### config.mk
export PLATFORM = sky130hd
export DESIGN_NAME = fpga_ram_ctrl_flat
export DESIGN_NICKNAME = d
export VERILOG_FILES = /design/src/rtl/fpga_ram_ctrl_if.sv /design/src/rtl/fpga_ram_ctrl.sv /design/src/flat_wrapper.sv
export SDC_FILE = /design/constraint.sdc
export NUM_CORES = 1
export LEC_CHECK = 0
export BUFFER_PORTS_ARGS = -buffer_cell sky130_fd_sc_hd__buf_4
export CORE_UTILIZATION = 30
export DETAILED_ROUTE_END_ITERATION = 7
export GPL_TIMING_DRIVEN = 0
export PLACE_DENSITY = 0.52
export SLEW_MARGIN = 25
export SYNTH_ARGS = -nofsm -noshare
export SYNTH_HDL_FRONTEND = slang
export SYNTH_SLANG_ARGS = --single-unit
### constraint.sdc
create_clock -name clk -period 2.3 [get_ports clk]
set_input_delay 0.345 -clock clk [delete_from_list [all_inputs] [get_ports clk]]
set_output_delay 0.345 -clock clk [all_outputs]
set_load 0.02 [all_outputs]
### src/rtl/fpga_ram_ctrl_if.sv
// fpga_ram_ctrl_if: request/response valid-ready channel between a master and the RAM controller.
interface fpga_ram_ctrl_if #(
    parameter int DATAWIDTH = 32,
    parameter int ADDRWIDTH = 10
);
    logic                 req_vld;
    logic                 req_rdy;
    logic                 req_wen;
    logic [ADDRWIDTH-1:0] req_addr;
    logic [DATAWIDTH-1:0] req_wdata;
    logic                 rsp_vld;
    logic                 rsp_rdy;
    logic                 rsp_wr;
    logic [DATAWIDTH-1:0] rsp_rdata;

    modport master (
        output req_vld, req_wen, req_addr, req_wdata, rsp_rdy,
        input  req_rdy, rsp_vld, rsp_wr, rsp_rdata
    );

    modport slave (
        input  req_vld, req_wen, req_addr, req_wdata, rsp_rdy,
        output req_rdy, rsp_vld, rsp_wr, rsp_rdata
    );
endinterface

### src/rtl/fpga_ram_ctrl.sv
// fpga_ram_ctrl: drives a single-port sync RAM from a valid/ready channel, buffering read data in a 2-entry FIFO.
// Define FPGA_RAM_CTRL_INIT_EN to zero the whole RAM after reset before accepting requests.
module fpga_ram_ctrl #(
    parameter int DATAWIDTH = 32,
    parameter int ADDRWIDTH = 10
) (
    input  logic                 clk,
    input  logic                 rst_b,
    fpga_ram_ctrl_if.slave       bus,
    output logic [ADDRWIDTH-1:0] ram_addr,
    output logic [DATAWIDTH-1:0] ram_din,
    output logic                 ram_wen,
    input  logic [DATAWIDTH-1:0] ram_dout,
    output logic                 init_done
);
    logic                 run;
    logic                 accept;
    logic                 pop;
    logic                 push;
    logic                 pending;
    logic                 tag;
    logic                 head;
    logic                 tail;
    logic [1:0]           count;
    logic [2:0]           occ;
    logic [DATAWIDTH:0]   fifo [2];

`ifdef FPGA_RAM_CTRL_INIT_EN
    typedef enum logic {INIT, RUN} state_t;
    state_t               state;
    state_t               state_nx;
    logic [ADDRWIDTH-1:0] cnt;
    logic                 done_q;

    always_ff @(posedge clk or negedge rst_b) begin
        if (!rst_b) begin
            state  <= INIT;
            cnt    <= '0;
            done_q <= 1'b0;
        end else begin
            state  <= state_nx;
            cnt    <= (state == INIT) ? cnt + 1'b1 : '0;
            done_q <= state == RUN;
        end
    end

    always_comb begin
        state_nx = state;
        ram_addr = '0;
        ram_din  = '0;
        ram_wen  = 1'b0;
        if (state == INIT) begin
            state_nx = (cnt == '1) ? RUN : INIT;
            ram_addr = cnt;
            ram_wen  = rst_b;
        end else if (rst_b) begin
            ram_addr = bus.req_addr;
            ram_din  = bus.req_wdata;
            ram_wen  = accept & bus.req_wen;
        end
    end

    assign run       = state == RUN;
    assign init_done = done_q;
`else
    assign run       = 1'b1;
    assign init_done = 1'b1;
    assign ram_addr  = rst_b ? bus.req_addr : '0;
    assign ram_din   = rst_b ? bus.req_wdata : '0;
    assign ram_wen   = accept & bus.req_wen;
`endif

    // A pop this cycle frees a slot, so rsp_rdy feeds req_rdy combinationally.
    assign occ         = {2'b0, pending} + {1'b0, count};
    assign pop         = bus.rsp_vld & bus.rsp_rdy;
    assign bus.req_rdy = run & rst_b & ((occ < 3'd2) | pop);
    assign accept      = bus.req_vld & bus.req_rdy;
    assign push        = pending;
    assign bus.rsp_vld = count != 2'd0;
    assign {bus.rsp_wr, bus.rsp_rdata} = fifo[head];

    always_ff @(posedge clk or negedge rst_b) begin
        if (!rst_b) begin
            pending <= 1'b0;
            tag     <= 1'b0;
            head    <= 1'b0;
            tail    <= 1'b0;
            count   <= 2'd0;
            fifo[0] <= '0;
            fifo[1] <= '0;
        end else begin
            pending <= accept;
            tag     <= accept ? bus.req_wen : tag;
            if (push) fifo[tail] <= {tag, ram_dout};
            tail    <= tail + push;
            head    <= head + pop;
            count   <= count + {1'b0, push} - {1'b0, pop};
        end
    end
endmodule
### src/flat_wrapper.sv
// flat-port wrapper written by rule: the top's interface ports become plain ports
module fpga_ram_ctrl_flat 
#(
    parameter int DATAWIDTH = 32,
    parameter int ADDRWIDTH = 10
)
  (clk, rst_b, ram_addr, ram_din, ram_wen, ram_dout, init_done, bus_req_vld, bus_req_wen, bus_req_addr, bus_req_wdata, bus_rsp_rdy, bus_req_rdy, bus_rsp_vld, bus_rsp_wr, bus_rsp_rdata);
  fpga_ram_ctrl_if #(.DATAWIDTH(DATAWIDTH), .ADDRWIDTH(ADDRWIDTH)) bus_i ();
  input  logic clk;
  input  logic rst_b;
  output logic [ADDRWIDTH-1:0] ram_addr;
  output logic [DATAWIDTH-1:0] ram_din;
  output logic ram_wen;
  input  logic [DATAWIDTH-1:0] ram_dout;
  output logic init_done;
  input wire logic [$bits(bus_i.req_vld)-1:0] bus_req_vld;
  input wire logic [$bits(bus_i.req_wen)-1:0] bus_req_wen;
  input wire logic [$bits(bus_i.req_addr)-1:0] bus_req_addr;
  input wire logic [$bits(bus_i.req_wdata)-1:0] bus_req_wdata;
  input wire logic [$bits(bus_i.rsp_rdy)-1:0] bus_rsp_rdy;
  output wire logic [$bits(bus_i.req_rdy)-1:0] bus_req_rdy;
  output wire logic [$bits(bus_i.rsp_vld)-1:0] bus_rsp_vld;
  output wire logic [$bits(bus_i.rsp_wr)-1:0] bus_rsp_wr;
  output wire logic [$bits(bus_i.rsp_rdata)-1:0] bus_rsp_rdata;
  assign bus_i.req_vld = bus_req_vld;
  assign bus_i.req_wen = bus_req_wen;
  assign bus_i.req_addr = bus_req_addr;
  assign bus_i.req_wdata = bus_req_wdata;
  assign bus_i.rsp_rdy = bus_rsp_rdy;
  assign bus_req_rdy = bus_i.req_rdy;
  assign bus_rsp_vld = bus_i.rsp_vld;
  assign bus_rsp_wr = bus_i.rsp_wr;
  assign bus_rsp_rdata = bus_i.rsp_rdata;
  fpga_ram_ctrl #(.DATAWIDTH(DATAWIDTH), .ADDRWIDTH(ADDRWIDTH)) u_core (.clk(clk), .rst_b(rst_b), .bus(bus_i), .ram_addr(ram_addr), .ram_din(ram_din), .ram_wen(ram_wen), .ram_dout(ram_dout), .init_done(init_done));
endmodule
==> flow_summary.toml <==
[grt]
grt_pass1_vias = 2463
grt_antenna_before_repair = 0
grt_use_total_pct = 14.6
grt_first_pass_wirelength_um = 12900
gr-total-overflow = 0
grt_max_degree = 82

[setup_path]
start_kind = "flop"
crit_path_max_incr_delay_ns = 0.36
path_cells = "buf_2 -> buf_4 -> mux2_1 -> buf_4"
path_common_cell = "buf_4"
crit_type = "flop to output pin"
crit_fanout = 10
critical_path.slowest_cell = "mux2_1"
cp_data_arrival_time_ns = 1.62
required_ns = 1.96
cp-end-kind = "output pin"

[synthesis]
synth_ff_type = "dfrtp_1"
synth_top_family_by_area = "multiplexers"
synth_edf_count = 0
synth_seq_cells = 72
seq_area_frac_synth_pct = 52.5
yosys-mux-area-fraction_pct = 32.5
yosys.cell_types.count = 22
synth_xor_area_share_pct = 0.766
yosys.area_share.simple_pct = 8.97
synth_nets = 333
syn_avg_cell_area_sq_um = 13.7
async_reset_ff_share_pct = 100
syn-cell-area_sq_um = 3430
yosysWarnings = 0
synth_compound_area_share_pct = 1.20
synthCells = 251
synth-adder-area-share_pct = 1.09

[timing]
tightestPinTransition_ns = 0.722
fin_worst_skew_ns = 0.00730
final_max_slew_viol_count = 0
relSlewSlack_pct = 51.9
setup-tns-final_ns = 0
max_freq_mhz = 509
hold_violations = 0
period_share_pct = 85.3
final-setup-viol-count = 0
finalCriticalPeriod_ns = 1.96
rsz0062_at_grt = "no"

[place]
place.gp.congestion = 0.700
hpwlAfterDp_um = 6000
io_buffers = 156

[drt]
drc = 0
drt_wl_total_um = 8300
drt_iter0_drc = 34
drtPass1Iterations = 4
wire_per_inst_um = 14.8
via_per_inst = 4.41
routed-via-count = 2480
postRouteAntennaNets = 0

[final_layout]
area_delta_synth_final_pct = 48.7
drive_above_1_share_pct = 46.2
fin_nets = 500
diodes = 0

[floorplan]
die_h_um = 109
core_sq_um = 11000
io_pins = 158
row_count = 38
dieArea_sq_um = 11900
start_util_pct = 31.2
die_x_um = 109

[pwr]
ir_drop_mv = 0.614
switchingPower_mw = 2.26
powerDensity_nw_per_um2 = 1300
power.total_mw = 6.63
clkPwrFrac_pct = 22.7
seqPwrFrac_pct = 32.9
p_comb_share_pct = 44.4
p_int_mw = 4.37
p_leak_nw = 2.46
sw_frac_of_total_pct = 34.1

[clock_network]
cts_made_buffers = 9
cts.repair.resized = 0
clk_pin_slew_ns = 0.06
hold_buffers = 0
cts_setup_buffers = 0
clock_latency_ns = 0.33
cts_root_buf = "clkbuf_16"
cts_tree = "done"
htreeDepth = 3
cts_buffer_depth = 2
cts_sinks = 72

[status]
status = "complete, no violations"

[hold_path]
hp-class = "input port to asynchronous set/reset pin"

[flow_run]
cap_violations = 0
-- flip-flops by register name, indices dropped and copies added, names as in the netlist --
name	cells
u_core.tail	1
u_core.count	2
u_core.head	1
u_core.tag	1
u_core.fifo	66
u_core.pending	1
-- kinds of logic after synthesis --
group	count (synthesis)
fa+ha+maj	3
simple gates	49
buf+inv	19
other cells	1
mux	99
flops	72
compound gates	5
xor+xnor	3
-- path summary, 6_finish.rpt --
| path | from | to | slack, ns | depth (start not counted) |
|---|---|---|---|---|
| worst max-delay path | u_core.head$_DFF_PN0_ | bus_rsp_rdata[5] | 0.34 | 4 |
| worst min-delay path | rst_b | u_core.fifo[24]$_DFFE_PN0P_ | 0.02 | 1 |
| worst max register to register | u_core.pending$_DFF_PN0_ | u_core.fifo[63]$_DFFE_PN0P_ | 0.73 | 4 |
| worst min register to register | u_core.fifo[42]$_DFFE_PN0P_ | u_core.fifo[42]$_DFFE_PN0P_ | 0.48 | 1 |
| max in group asynchronous | rst_b | u_core.fifo[20]$_DFFE_PN0P_ | 1.76 | 1 |
| min in group clk | ram_dout[9] | u_core.fifo[9]$_DFFE_PN0P_ | 0.23 | 2 |
-- power groups by stage --
| stage | registers [mW] | logic, mW | clock network, mW |
|---|---|---|---|
| final | 2.18 | 2.95 | 1.50 |
| after global placement | 2.18 | 2.98 | 0 |
| after floorplan | 2.11 | 1.88 | 0 |
| after CTS | 2.19 | 3.02 | 1.54 |
| after detailed placement | 2.21 | 3.00 | 0 |
| after global routing | 2.27 | 3.20 | 1.60 |
-- routing by layer --
layer | vias to the layer above | routed length, um | global-route usage, %
li1 | 1186 | - | -
met1 | 1212 | 3550 | 17.4
met2 | 69 | 4140 | 24.3
met3 | 13 | 457 | 3.95
met4 | 0 | 150 | 6.95
met5 | - | 0 | 0
-- worst max-delay path, delay by kind of cell (launching register included) --
| kind | cells | cell delay [ns] |
|---|---|---|
| muxes | 1 | 0.36 |
| buffers and inverters | 3 | 0.60 |
| DFF | 1 | 0.32 |
-- final cells by class --
cell class,instances,area [sq um]
clock inverters,5,81.3
flip-flops and latches,72,1800
repair buffers,156,1170
plain buffers,17,90.1
multi-input cells,160,1530
well taps,140,175
fillers,1018,5880
inverters,2,7.51
clock buffers,10,239
-- cell usage in the layout, fill, tap and decap left out, types with 2 or more instances in the layout --
cell / instances
and2_1: 43
buf_2: 9
buf_4: 159
bufinv_16: 2
clkbuf_1: 4
clkbuf_16: 9
dfrtp_1: 72
ha_1: 3
inv_1: 2
mux2_1: 89
mux2_2: 10
xnor2_1: 3
-- synth_stat cells (all sizes together), types with 2 or more instances --
library cell / n / area, sq um
clkbuf: 4 / 15.0
mux2: 99 / 1110
inv: 2 / 7.51
ha: 3 / 37.5
xnor2: 3 / 26.3
buf: 13 / 75.1
and2: 43 / 269
dfrtp: 72 / 1800
a21oi: 2 / 13.8
-- metrics by stage --
| step | hold slack, ns | util, % | std cells | area (sq um) | setup slack [ns] |
|---|---|---|---|---|---|
| 2_1_floorplan | 0.0494 | - | 251 | 3430 | 0.902 |
| 3_3_place_gp | 0.460 | 43.5 | 547 | 4780 | 0.144 |
| 3_5_place_dp | 0.468 | 43.5 | 547 | 4780 | 0.110 |
| 5_1_grt | 0.109 | 46.4 | 562 | 5100 | 0.206 |
| 4_1_cts | 0.222 | 46.4 | 562 | 5100 | 0.112 |
| 6_report | 0.0210 | 46.4 | 562 | 5100 | 0.337 |
(Power assumes the default switching activity.)
